### config.mk
export PLATFORM = sky130hd
export DESIGN_NAME = apb_top
export DESIGN_NICKNAME = d
export VERILOG_FILES = /design/src/rtl/apb_top.sv
export SDC_FILE = /design/constraint.sdc
export NUM_CORES = 1
export LEC_CHECK = 0
export BUFFER_PORTS_ARGS = -buffer_cell sky130_fd_sc_hd__buf_2
export CORE_AREA = 5 5 144 249
export CTS_CLUSTER_DIAMETER = 200
export CTS_CLUSTER_SIZE = 30
export DETAILED_ROUTE_END_ITERATION = 12
export DIE_AREA = 0 0 149 254
export PLACE_DENSITY = 0.61
export SKIP_LAST_GASP = 1
export SYNTH_ARGS = -nofsm -noshare
export SYNTH_HDL_FRONTEND = slang
export SYNTH_SLANG_ARGS = --single-unit
export TNS_END_PERCENT = 10
### constraint.sdc
create_clock -name clk -period 2.69 [get_ports clk]
set_input_delay 0.269 -clock clk [delete_from_list [all_inputs] [get_ports clk]]
set_output_delay 0.269 -clock clk [all_outputs]
set_load 0.005 [all_outputs]
### src/rtl/apb_top.sv
// ---------------------------------------------------------------------------
// apb_top -- APB master/slave pair in one block.
//
// A request on start/addr/data/write is turned into an APB transfer
// (SETUP then ACCESS) by a small master FSM.  The transfer targets an
// internal 2**ADDR_W x DATA_W register-file slave.  Reads return the
// slave word on rdata.  done pulses for the one cycle following each
// completed transfer.
//
// Ports
//   clk    i  single clock, rising edge
//   rst_n  i  asynchronous active-low reset (clears FSM, regs, memory)
//   start  i  transfer request
//   addr   i  [ADDR_W] word address
//   data   i  [DATA_W] write data
//   write  i  1 = write, 0 = read
//   rdata  o  [DATA_W] data of the most recently completed read
//   done   o  one-cycle completion pulse
//   busy   o  master not in IDLE
//
// Build option
//   APB_WAIT_STATE_EN  slave inserts one wait state per transfer, so each
//                      transfer is SETUP + 2 ACCESS cycles.  Undefined:
//                      pready is tied high (SETUP + 1 ACCESS).
// ---------------------------------------------------------------------------
module apb_top #(
    parameter int ADDR_W = 4,
    parameter int DATA_W = 16
) (
    input  logic              clk,
    input  logic              rst_n,
    input  logic              start,
    input  logic [ADDR_W-1:0] addr,
    input  logic [DATA_W-1:0] data,
    input  logic              write,
    output logic [DATA_W-1:0] rdata,
    output logic              done,
    output logic              busy
);

    localparam int DEPTH = 2 ** ADDR_W;

    typedef enum logic [1:0] {
        IDLE   = 2'd0,
        SETUP  = 2'd1,
        ACCESS = 2'd2
    } state_t;

    // ---------------- internal APB bus ----------------
    logic              psel_q;
    logic              penable_q;
    logic              pwrite_q;
    logic [ADDR_W-1:0] paddr_q;
    logic [DATA_W-1:0] pwdata_q;
    logic [DATA_W-1:0] prdata;
    logic              pready;

    // ---------------- master ----------------
    state_t            state_q;
    logic [DATA_W-1:0] rdata_q;
    logic              done_q;
    logic              busy_q;

    always_ff @(posedge clk or negedge rst_n) begin
        if (!rst_n) begin
            state_q   <= IDLE;
            psel_q    <= 1'b0;
            penable_q <= 1'b0;
            pwrite_q  <= 1'b0;
            paddr_q   <= '0;
            pwdata_q  <= '0;
            rdata_q   <= '0;
            done_q    <= 1'b0;
            busy_q    <= 1'b0;
        end else begin
            done_q <= 1'b0;
            case (state_q)
                IDLE: begin
                    if (start) begin
                        paddr_q   <= addr;
                        pwdata_q  <= data;
                        pwrite_q  <= write;
                        psel_q    <= 1'b1;
                        penable_q <= 1'b0;
                        busy_q    <= 1'b1;
                        state_q   <= SETUP;
                    end
                end
                SETUP: begin
                    penable_q <= 1'b1;
                    state_q   <= ACCESS;
                end
                ACCESS: begin
                    if (pready) begin
                        done_q <= 1'b1;
                        if (!pwrite_q) rdata_q <= prdata;
                        if (start) begin
                            // back-to-back: next request goes straight to SETUP
                            paddr_q   <= addr;
                            pwdata_q  <= data;
                            pwrite_q  <= write;
                            penable_q <= 1'b0;
                            state_q   <= SETUP;
                        end else begin
                            psel_q    <= 1'b0;
                            penable_q <= 1'b0;
                            busy_q    <= 1'b0;
                            state_q   <= IDLE;
                        end
                    end
                end
                default: begin
                    psel_q    <= 1'b0;
                    penable_q <= 1'b0;
                    busy_q    <= 1'b0;
                    state_q   <= IDLE;
                end
            endcase
        end
    end

    assign rdata = rdata_q;
    assign done  = done_q;
    assign busy  = busy_q;

    // ---------------- slave ----------------
    logic [DATA_W-1:0] mem_q [DEPTH];
    logic              access;
    logic              wr_en;

    assign access = psel_q && penable_q;
    assign wr_en  = access && pready && pwrite_q;

`ifdef APB_WAIT_STATE_EN
    // wait_q is low on the first ACCESS cycle, high on the second; it
    // falls again at the completing edge so the next transfer waits too.
    logic wait_q;
    logic wait_d;

    assign wait_d = access && !wait_q;

    always_ff @(posedge clk or negedge rst_n) begin
        if (!rst_n) wait_q <= 1'b0;
        else        wait_q <= wait_d;
    end

    assign pready = wait_q;
`else
    assign pready = 1'b1;
`endif

    always_ff @(posedge clk or negedge rst_n) begin
        if (!rst_n) begin
            for (int i = 0; i < DEPTH; i++) mem_q[i] <= '0;
        end else if (wr_en) begin
            mem_q[paddr_q] <= pwdata_q;
        end
    end

    // Bus is quiet outside ACCESS so an unselected slave returns zero.
    assign prdata = access ? mem_q[paddr_q] : '0;

endmodule

# ---- Word-level counts from Yosys, hierarchy flattened
# Cells that the tools add are included.
dict set report totals {
  ff_bits 298
  latch_bits 0
  ram_bits 0
  mem_bits_ro 0
  input_bits 24
  output_inout_bits 18
  wordCells 57
  memories 0
}
dict set report op_classes {
  addsub 0
  n_mul 0
  div_mod_pow 0
  magnitude_cmp 2
  eq_ne 4
  n_shift 0
  mux 16
  n_bitwise 3
  reduce_logical 8
}
# operator count
set ops {}
lappend ops {{$bwmux 256} 1}
lappend ops {{$bmux 16 s4} 1}
lappend ops {{$demux 16 s4} 1}
lappend ops {{$mux 16} 4}
lappend ops {{$pmux 2 s3} 1}
lappend ops {{$ge 5x5->1 const B} 1}
lappend ops {{$lt 5x1->1 const B} 1}
lappend ops {{$mux 1} 5}
lappend ops {{$not 4->5} 1}
lappend ops {{$ne 2x2->1 const B} 2}
lappend ops {{$reduce_and 2->1} 2}
lappend ops {{$logic_and 1x1->1} 3}
lappend ops {{$pmux 1 s3} 1}
lappend ops {{$reduce_and 3->1} 1}
lappend ops {{$eq 2x1->1 const B} 1}
lappend ops {{$eq 2x2->1 const B} 1}
lappend ops {{$logic_not 2->1} 1}
lappend ops {{$mux 2} 1}
lappend ops {{$not 1->1} 2}
lappend ops {{$pmux 1 s2} 1}
lappend ops {{$reduce_or 2->1} 1}

# ---- Logic depth before layout (Yosys ltp)
# Gate-level depths: netlist (run 1).
dict set report depth {
  depth_word 6
  ltp_mapped 6
  depth_no_buf 4
}

# ---- Worst setup path before layout (run 1)
# No wires, ideal clock.
dict set report synth_path {
  path_type {register -> register}
  from {register paddr_q[0]}
  to {register mem_q[213] (netlist name)}
  setup_ps 125
  arrival_ps 1805
  required_time_ps 2565
  path_slack_ps 760
  stages_incl_launch_ff 7
  path_buffers 3
  synth_period_minus_slack_ps 1930
  cell_sequence {dfrtp_1 > buf_4 > or3_1 > buf_2 > nor3_4 > buf_6 > mux2_2}
}
dict set report synth_between {
  elab_chain_len 6
  elab_cells_between_ends 7
  classes_between {order compare: 2; mux: 3; bitwise: 1; reduce/logical: 1}
}
# item line_no
set synth_lines {}
lappend synth_lines {{start, declared} 53} ;# logic [ADDR_W-1:0] paddr_q;
lappend synth_lines {{start signal, assigned} 80} ;# paddr_q <= addr;
lappend synth_lines {{start signal, assigned} 99} ;# paddr_q <= addr;
lappend synth_lines {{$not 4->5 (not written as such) *} 156} ;# mem_q[paddr_q] <= pwdata_q;
lappend synth_lines {{$ge 5x5->1 (not written as such) / $lt 5x1->1 (equally long branches)} 156}
lappend synth_lines {{$logic_and 1x1->1 (not written as such)} 156}
lappend synth_lines {{$mux 16 (not written as such)} 156}
lappend synth_lines {{$demux 16 s4 *} 156}
lappend synth_lines {{$bwmux 256 *} 156}
lappend synth_lines {{end signal, assigned by index} 156}
lappend synth_lines {{end, declared} 127} ;# logic [DATA_W-1:0] mem_q [DEPTH];
# Mark *: on every way between the ends. The rest lies on a longest branch, timed or not.
# A chain may end at the register's enable or synchronous reset.

# ---- Final worst setup path (run 1)
dict set report layout_path {
  from {register paddr_q[2]}
  to {register rdata_q[3] (netlist: rdata[3])}
}
dict set report layout_between {
  elab_chain_len 5
}
# item line_no
set layout_lines {}
lappend layout_lines {{$not 4->5 (not written as such)} 161} ;# assign prdata = access ? mem_q[paddr_q] : '0;
lappend layout_lines {{$bmux 16 s4} 161}
lappend layout_lines {{$mux 16 (not written as such) (2 in a row)} 161}
lappend layout_lines {{$mux 16} 161}
lappend layout_lines {{end signal, assigned} 96} ;# if (!pwrite_q) rdata_q <= prdata;
lappend layout_lines {{end, declared} 60} ;# logic [DATA_W-1:0] rdata_q;
# Every way passes these cells. The select of a mux whose other input is x is not followed.

==> impl_metrics.ini, run 1 <==
[run_status]
outcome = finished clean

[timing]
fin_tns_setup_ps = 0
worst_pin_slew_ps = 665
timing.final.ws_setup_ps = 343
fmax_mhz = 426
rsz0062_at_grt = no
slew_headroom_pct = 55.6
slew_viol_final = 0
fin_crit_ps = 2350
hold_viol = 0
setup_viol = 0
clock_skew_ps = 16.9
final.period_utilization_pct = 87.2

[layout]
area_delta_synth_final_pct = 11.3
nNetsFinal = 889
final_common_cell = dfrtp_1
num_antenna_cells = 0
layout-drive-gt1-share_pct = 52.9
layout_common_cells = dfrtp_1, mux2_2, mux4_2, mux2i_1

[placement]
post-place-ws_ps = 259
port-buffer-count = 41
dp_hpwl_mm = 20.2
place_congestion = 0.748

[setup_path]
crit_start = paddr_q[2]$_DFFE_PN0P_
critPathCaptureType = flip-flop
worst-endpoint-arrival_ps = 2750
crit_type = reg2reg
cp_num_buf_inv = 1
crit_top_cell = mux2i_1
critical_path.max_stage_delay_ps = 870
regToRegStartpoint = paddr_q[2]$_DFFE_PN0P_
crit_family = flip-flops
crit_cells = 5
cp_slowest_cell = dfrtp_4
cp_max_fo = 29
worstPathRequired_ps = 3090
path_cells = buf_4 > mux4_2 > mux2i_1 > mux2i_1 > a22o_1
worstSetupEndpoint = rdata[3]$_DFFE_PN0P_
r2r_cells = 5
startpoint_type = flip-flop
timing.rr.end = rdata[3]$_DFFE_PN0P_
r2r_slack_ps = 340

[logic_synthesis]
yosys.area.top_type = dfrtp_1
synth.avg_cell_area_um2 = 16.4
ys_seq_elements = 297
synth-simple-area-share_pct = 1.98
synth.area.mux_share_pct = 38.1
syn_area_um2 = 13200
synth_seq_area_share_pct = 56.4
yosysWarnings = 0
synthAdderAreaFrac_pct = 0
synth_xor_area_share_pct = 0
synth_top_family_by_area = multiplexers
yosysTopAreaCellShare_pct = 56.4
netlist_instances = 803
syn-num-nets = 827
synth_compound_area_share_pct = 1.18
synthTopCellsByArea = dfrtp_1, mux2_2, mux4_2, mux2i_1, a22o_1
ys_types = 23

[routing]
vias = 7013
postRouteAntennaNets = 0
drc = 0
drt_wl_total_mm = 30.1
dr.pass1.iters = 4
viasPerCell = 5.31
initialDrtViolationCount = 352
detail_route.wl_per_cell_um = 22.8

[floorplan]
die_h_um = 254
initial_core_util_pct = 39.2
die_w_um = 149
std_cell_rows = 89
die_area_um2 = 37800
core_um2 = 33600
ioPinCount = 42

[global_routing]
antenna_found_initial = 0
grt_max_degree = 82
grt_pass1_vias = 7508
grt_use_total_pct = 16.3
gr-total-overflow = 0
grt_pass1_wl_mm = 47.1

[power]
power_frac_clock_pct = 20.8
ir_worst_vdd_mv = 0.354
switching_share_pct = 27.0
internal_power_mw = 7.88
power_frac_comb_pct = 21.4
switchingPower_mw = 2.92
seqPwrFrac_pct = 57.9
powerDensity_nw_per_um2 = 736
p_leak_nw = 6.96

[clock_tree]
ctsLongestPathBuffers = 3
cts_inserted_buffers = 13
cts_tree = built
clock_latency_ps = 500
clk_pin_slew_ps = 120
root_buffer = clkbuf_16
cts.htree.levels = 1
clock_sinks = 297

[hold_path]
hp-class = in2reg

[flow_run]
cap_violations = 0
timing repair:
action	CTS	global route
resized for setup	0	0
hold endpoints to repair	55	0
setup endpoints to repair	0	0
hold buffers	19	0
buffers inserted	0	0
cells by family after synthesis:
kind of cell    after synthesis
buf+inv                      64
mux                         387
simple gates                 36
flops                       297
compound gates               19
power by group through the flow:
stage          Sequential [mW]  Clock (mW)  Combinational [mW]
5_1_grt                   6.39        2.48                2.53
3_3_place_gp              6.33           0                2.28
6_report                  6.24        2.24                2.31
2_1_floorplan             5.93           0                1.92
3_5_place_dp              6.36           0                2.34
4_1_cts                   6.26        2.37                2.36
synth_stat cells:
cell,instances
dfrtp_1,297
mux2i_1,48
nor3_4,2
or3_1,2
nor2_4,6
buf_1,5
nand2_1,10
mux4_2,64
inv_1,2
buf_6,2
clkbuf_1,25
a22o_1,16
nor3_2,2
nor2_1,3
buf_2,20
inv_2,1
mux2_2,274
o21ai_0,3
nand3_2,3
nand2b_1,3
nor2b_1,5
mux2_1,1
buf_4,9
metal layers:
layer / global-route usage [%] / wire [um] / vias to the layer above
met5: 0 / 0 / -
met4: 4.16 / 565 / 0
met3: 1.25 / 681 / 26
met2: 28.5 / 15800 / 91
met1: 22.1 / 13100 / 3812
li1: - / - / 3084
worst min path at each step:
stage | from | end | cells past startpoint
floorplan | rst_n | busy$_DFFE_PN0P_ | 0
global placement | rst_n | mem_q[74]$_DFFE_PN0P_ | 1
detailed placement | rst_n | mem_q[74]$_DFFE_PN0P_ | 1
CTS | data[0] | pwdata_q[0]$_DFFE_PN0P_ | 2
global route | data[0] | pwdata_q[0]$_DFFE_PN0P_ | 2
finish | data[0] | pwdata_q[0]$_DFFE_PN0P_ | 2
sequential cells by signal, indices dropped and copies added (netlist names):
register and count:
busy 1, done 1, mem_q 256, paddr_q 4, pwdata_q 16, pwrite_q 1, rdata 16, state_q 2
worst reg2reg max path, stage by stage, from the launching register on:
cell	delay, ps
dfrtp_4	870
buf_4	320
mux4_2	520
mux2i_1	240
mux2i_1	110
a22o_1	200
metrics by stage:
| step | hold WS, ps | power [mW] | instances | area, um^2 | utilization, % |
|---|---|---|---|---|---|
| finish | 21.6 | 10.8 | 1321 | 14700 | 43.6 |
| global route | 14.7 | 11.4 | 1321 | 14700 | 43.6 |
| CTS | 6.41 | 11.0 | 1321 | 14700 | 43.6 |
| detailed placement | 193 | 8.70 | 1286 | 14100 | 42.0 |
| global placement | 194 | 8.61 | 1286 | 14100 | 42.0 |
| floorplan | -26.6 | 7.86 | 803 | 13200 | - |
final cells by class:
class,instances,area [um^2]
inverters,3,11.3
repair buffers,108,866
well taps,455,569
multi-input cells,442,5440
clock inverters,1,5.00
clock buffers,15,333
fillers,3042,19000
flip-flops and latches,297,7440
Note: power is estimated with default switching activity, not from simulation.
==> run 2, diff against run 1 <==
REMOVE_ABC_BUFFERS = 1   (was not set)
==> impl_metrics.ini, run 2 (synthesis results as in run 1) <==
[run_status]
outcome = finished clean

[placement]
post-place-ws_ps = 482
dpl_cell_area_um2 = 14300
place_congestion = 0.733
port-buffer-count = 41
placed_cells = 1290
dp_hpwl_mm = 20.0

[clock_tree]
ctsResizeCount = 0
clock_latency_ps = 500
clock_sinks = 297
clk_pin_slew_ps = 120
ctsLongestPathBuffers = 3
cts.htree.levels = 1
cts_tree = built
cts_inserted_buffers = 13
root_buffer = clkbuf_16

[floorplan]
initial_core_util_pct = 39.2
core_um2 = 33600
std_cell_rows = 89
ioPinCount = 42
die_area_um2 = 37800
die_w_um = 149
die_h_um = 254

[global_routing]
antenna_found_initial = 0
grt_pass1_vias = 7768
grt_max_degree = 70
gr-total-overflow = 0
grt_pass1_wl_mm = 48.7
grt_use_total_pct = 16.9

[setup_path]
startpoint_type = flip-flop
worstPathRequired_ps = 3080
critPathCaptureType = flip-flop
regToRegStartpoint = paddr_q[3]$_DFFE_PN0P_
r2r_cells = 5
crit_start = paddr_q[3]$_DFFE_PN0P_
worst-endpoint-arrival_ps = 2600
cp_max_fo = 36
r2r_slack_ps = 490
crit_type = reg2reg

[timing]
clock_skew_ps = 15.5
worst_pin_slew_ps = 628
fin_crit_ps = 2200
timing.final.ws_setup_ps = 488
hold_ws_ps = 30.4
final.period_utilization_pct = 81.9
rsz0062_at_grt = no
fmax_mhz = 454
fin_tns_setup_ps = 0
setup_viol = 0
hold_viol = 0
slew_headroom_pct = 58.2
slew_viol_final = 0

[layout]
largest_reg_flops = 256
nNetsFinal = 893
top_register = mem_q
fin_util_pct = 44.0
final_common_cell = dfrtp_1
layout_common_cells = dfrtp_1, mux2_2, mux4_2, mux2i_1, buf_2
finalInstanceArea_um2 = 14800
fillers = 3053
num_antenna_cells = 0
fin_cells = 1325
final-seq-area_um2 = 7440
area_delta_synth_final_pct = 12.2
multiInputGateArea_um2 = 5450
layout-drive-gt1-share_pct = 53.2

[routing]
viasPerCell = 5.25
dr.pass1.iters = 4
detail_route.wl_per_cell_um = 23.1
initialDrtViolationCount = 334
drt_wl_total_mm = 30.6
drc = 0
postRouteAntennaNets = 0
vias = 6954

[hold_path]
hold_start = addr[1]
hold_depth = 3
hp-class = in2reg

[power]
powerDensity_nw_per_um2 = 730
ir_worst_vdd_mv = 0.381
finalPower_mw = 10.8
p_leak_nw = 7.00

[flow_run]
cap_violations = 0
## run 2: power by group
part / switching (mW) / internal, mW / leakage (nW)
Combinational: 0.817 / 1.52 / 2.86
Clock: 1.36 / 0.897 / 0.166
Sequential: 0.724 / 5.48 / 3.98
Total: 2.90 / 7.90 / 7.00
## run 2: what timing repair did
| action | CTS | global route |
|---|---|---|
| hold buffers | 19 | 0 |
| endpoints found under the hold margin | 78 | 0 |
| setup buffers | 0 | 0 |
## run 2: metal layers
metal	share of wire [%]	track usage, %	up-vias
li1	-	-	3088
met1	42	21.8	3776
met2	54	30.9	66
met3	2.1	1.30	24
met4	1.9	4.19	0
met5	0	0	-
## run 2: final cells by class
cell class | instances | area share, %
Sequential cell | 297 | 50.3
Multi-Input combinational cell | 442 | 36.8
Timing Repair Buffer | 112 | 6.65
Tap cell | 455 | 3.85
Clock buffer | 15 | 2.25
Inverter | 3 | 0.0762
Clock inverter | 1 | 0.0338
## run 2: final timing paths
check | to
max | rdata[1]$_DFFE_PN0P_
min | paddr_q[1]$_DFFE_PN0P_
max reg2reg | rdata[1]$_DFFE_PN0P_
min reg2reg | state_q[1]$_DFFE_PN0P_
max in group asynchronous | mem_q[154]$_DFFE_PN0P_
min in group asynchronous | mem_q[67]$_DFFE_PN0P_
## run 2: worst max-delay path, cell delays in order, from the launching register on
cell and delay (ps):
dfrtp_4 830, buf_12 310, mux4_2 380, mux2i_1 230
mux2i_1 110, a22o_1 200
==> run 3, diff against run 2 <==
clock period = 2.2 ns   (was 2.69 ns; I/O delays follow)
==> impl_metrics.ini, run 3 (synthesis results as in run 1) <==
[layout]
num_antenna_cells = 0
final_common_cell = dfrtp_1
top_register = mem_q
layout_common_cells = dfrtp_1, mux2_2, mux4_2, mux2i_1, buf_2
largest_reg_flops = 256
fillers = 3065
layout-drive-gt1-share_pct = 53.2
finalInstanceArea_um2 = 14900
nNetsFinal = 896
area_delta_synth_final_pct = 13.2

[timing]
slew_headroom_pct = 59.1
fmax_mhz = 484
worst_pin_slew_ps = 614
clock_skew_ps = 20.2
rsz0062_at_grt = no
slew_viol_final = 0
fin_crit_ps = 2070
final.period_utilization_pct = 93.9
setup_viol = 0
hold_viol = 0

[placement]
dpl_cell_area_um2 = 14400
place_congestion = 0.794
port-buffer-count = 41
dp_hpwl_mm = 19.9

[clock_tree]
clock_latency_ps = 500
ctsResizeCount = 0
ctsLongestPathBuffers = 3
clk_pin_slew_ps = 120
clock_sinks = 297
cts.htree.levels = 1
root_buffer = clkbuf_16
cts_inserted_buffers = 13
cts_tree = built

[floorplan]
initial_core_util_pct = 39.2
die_area_um2 = 37800
std_cell_rows = 89
ioPinCount = 42
core_um2 = 33600
die_w_um = 149
die_h_um = 254

[global_routing]
grt_use_total_pct = 16.5
antenna_found_initial = 0
grt_max_degree = 64
grt_pass1_wl_mm = 48.1
gr-total-overflow = 0
grt_pass1_vias = 7819

[setup_path]
crit_top_cell = mux2i_1
cp_slowest_cell = dfrtp_4
critical_path.max_stage_delay_ps = 590
worstPathRequired_ps = 2590
crit_start = paddr_q[2]$_DFFE_PN0P_
regToRegStartpoint = paddr_q[2]$_DFFE_PN0P_
cp_max_fo = 21
crit_type = reg2reg
worst-endpoint-arrival_ps = 2460
startpoint_type = flip-flop
path_cells = buf_12 > mux4_2 > mux2i_1 > mux2i_1 > a22o_1
critPathCaptureType = flip-flop

[routing]
drc = 0
vias = 7006
viasPerCell = 5.28
dr.pass1.iters = 7
initialDrtViolationCount = 310
drt_wl_total_mm = 30.1
postRouteAntennaNets = 0
detail_route.wl_per_cell_um = 22.6

[power]
powerDensity_nw_per_um2 = 890
finalPower_mw = 13.3
power_frac_clock_pct = 20.8
seqPwrFrac_pct = 56.9
p_leak_nw = 7.07
switchingPower_mw = 3.59
switching_share_pct = 27.0
internal_power_mw = 9.70
ir_worst_vdd_mv = 0.453
power_frac_comb_pct = 22.3

[flow_run]
cap_violations = 0

[hold_path]
hp-class = in2reg
hold_start = addr[0]

[run_status]
outcome = finished clean
==> run 3: cell count changes in the layout (fill, tap and decap cells not counted), sizes merged <==
cell         before  now
buf              93   94
dlygate4sd3      19   21
==> run 3: final cells by class <==
| cell class | instances | area (um^2) | share of cell area (%) |
|---|---|---|---|
| clock buffers | 15 | 333 | 2.23 |
| clock inverters | 1 | 5.00 | 0.0335 |
| inverters | 3 | 11.3 | 0.0754 |
| multi-input cells | 442 | 5450 | 36.5 |
| flip-flops and latches | 297 | 7440 | 49.8 |
| well taps | 455 | 569 | 3.81 |
| repair buffers | 115 | 1120 | 7.53 |
==> run 3: final timing paths <==
check	endpoint	depth (start not counted)	slack [ps]
max in group asynchronous	paddr_q[3]$_DFFE_PN0P_	3	1170
setup reg to reg	rdata[12]$_DFFE_PN0P_	5	130
min in group asynchronous	pwdata_q[3]$_DFFE_PN0P_	2	250
hold reg to reg	mem_q[11]$_DFFE_PN0P_	1	510
setup / recovery	rdata[12]$_DFFE_PN0P_	5	130
hold / removal	paddr_q[0]$_DFFE_PN0P_	3	50
==> run 3: repair_timing <==
action                    4_1_cts  5_1_grt
hold buffers                   21        0
buffers inserted                0        0
hold endpoints to repair       73        0
==> run 3: stage by stage <==
| step | setup slack, ps | setup TNS [ps] | std cells | util [%] | hold WS [ps] |
|---|---|---|---|---|---|
| final | 134 | 0 | 1328 | 44.4 | 54.6 |
| after global routing | 78.3 | 0 | 1328 | 44.4 | 65.8 |
| after CTS | 140 | 0 | 1328 | 44.4 | 51.4 |
| after detailed placement | 144 | 0 | 1291 | 42.8 | 211 |
| after global placement | 119 | 0 | 1291 | 42.8 | 201 |
| after floorplan | -2120 | -489380 | 742 | - | -75.6 |
==> run 3: worst max-delay path: cells and delay by family (launching register included) <==
family                 cells  cell delay, ps
multiplexers               3             910
buffers and inverters      1             230
flip-flops                 1             590
AO/OA/AOI/OAI              1             200
==> run 3: power by group through the flow <==
stage                     registers [mW]  logic, mW  clock network, mW
after floorplan                     7.46       2.10                  0
after global placement              7.65       2.91                  0
after detailed placement            7.70       2.99                  0
after CTS                           7.58       3.02               2.90
after global routing                7.75       3.23               3.06
final                               7.56       2.96               2.76
==> run 3: layer usage <==
layer / vias to the layer above / wire length, um / GRT usage [%]
li1: 3102 / - / -
met1: 3796 / 12600 / 21.4
met2: 74 / 16300 / 30.2
met3: 34 / 663 / 1.25
met4: 0 / 510 / 3.72
met5: - / 0 / 0
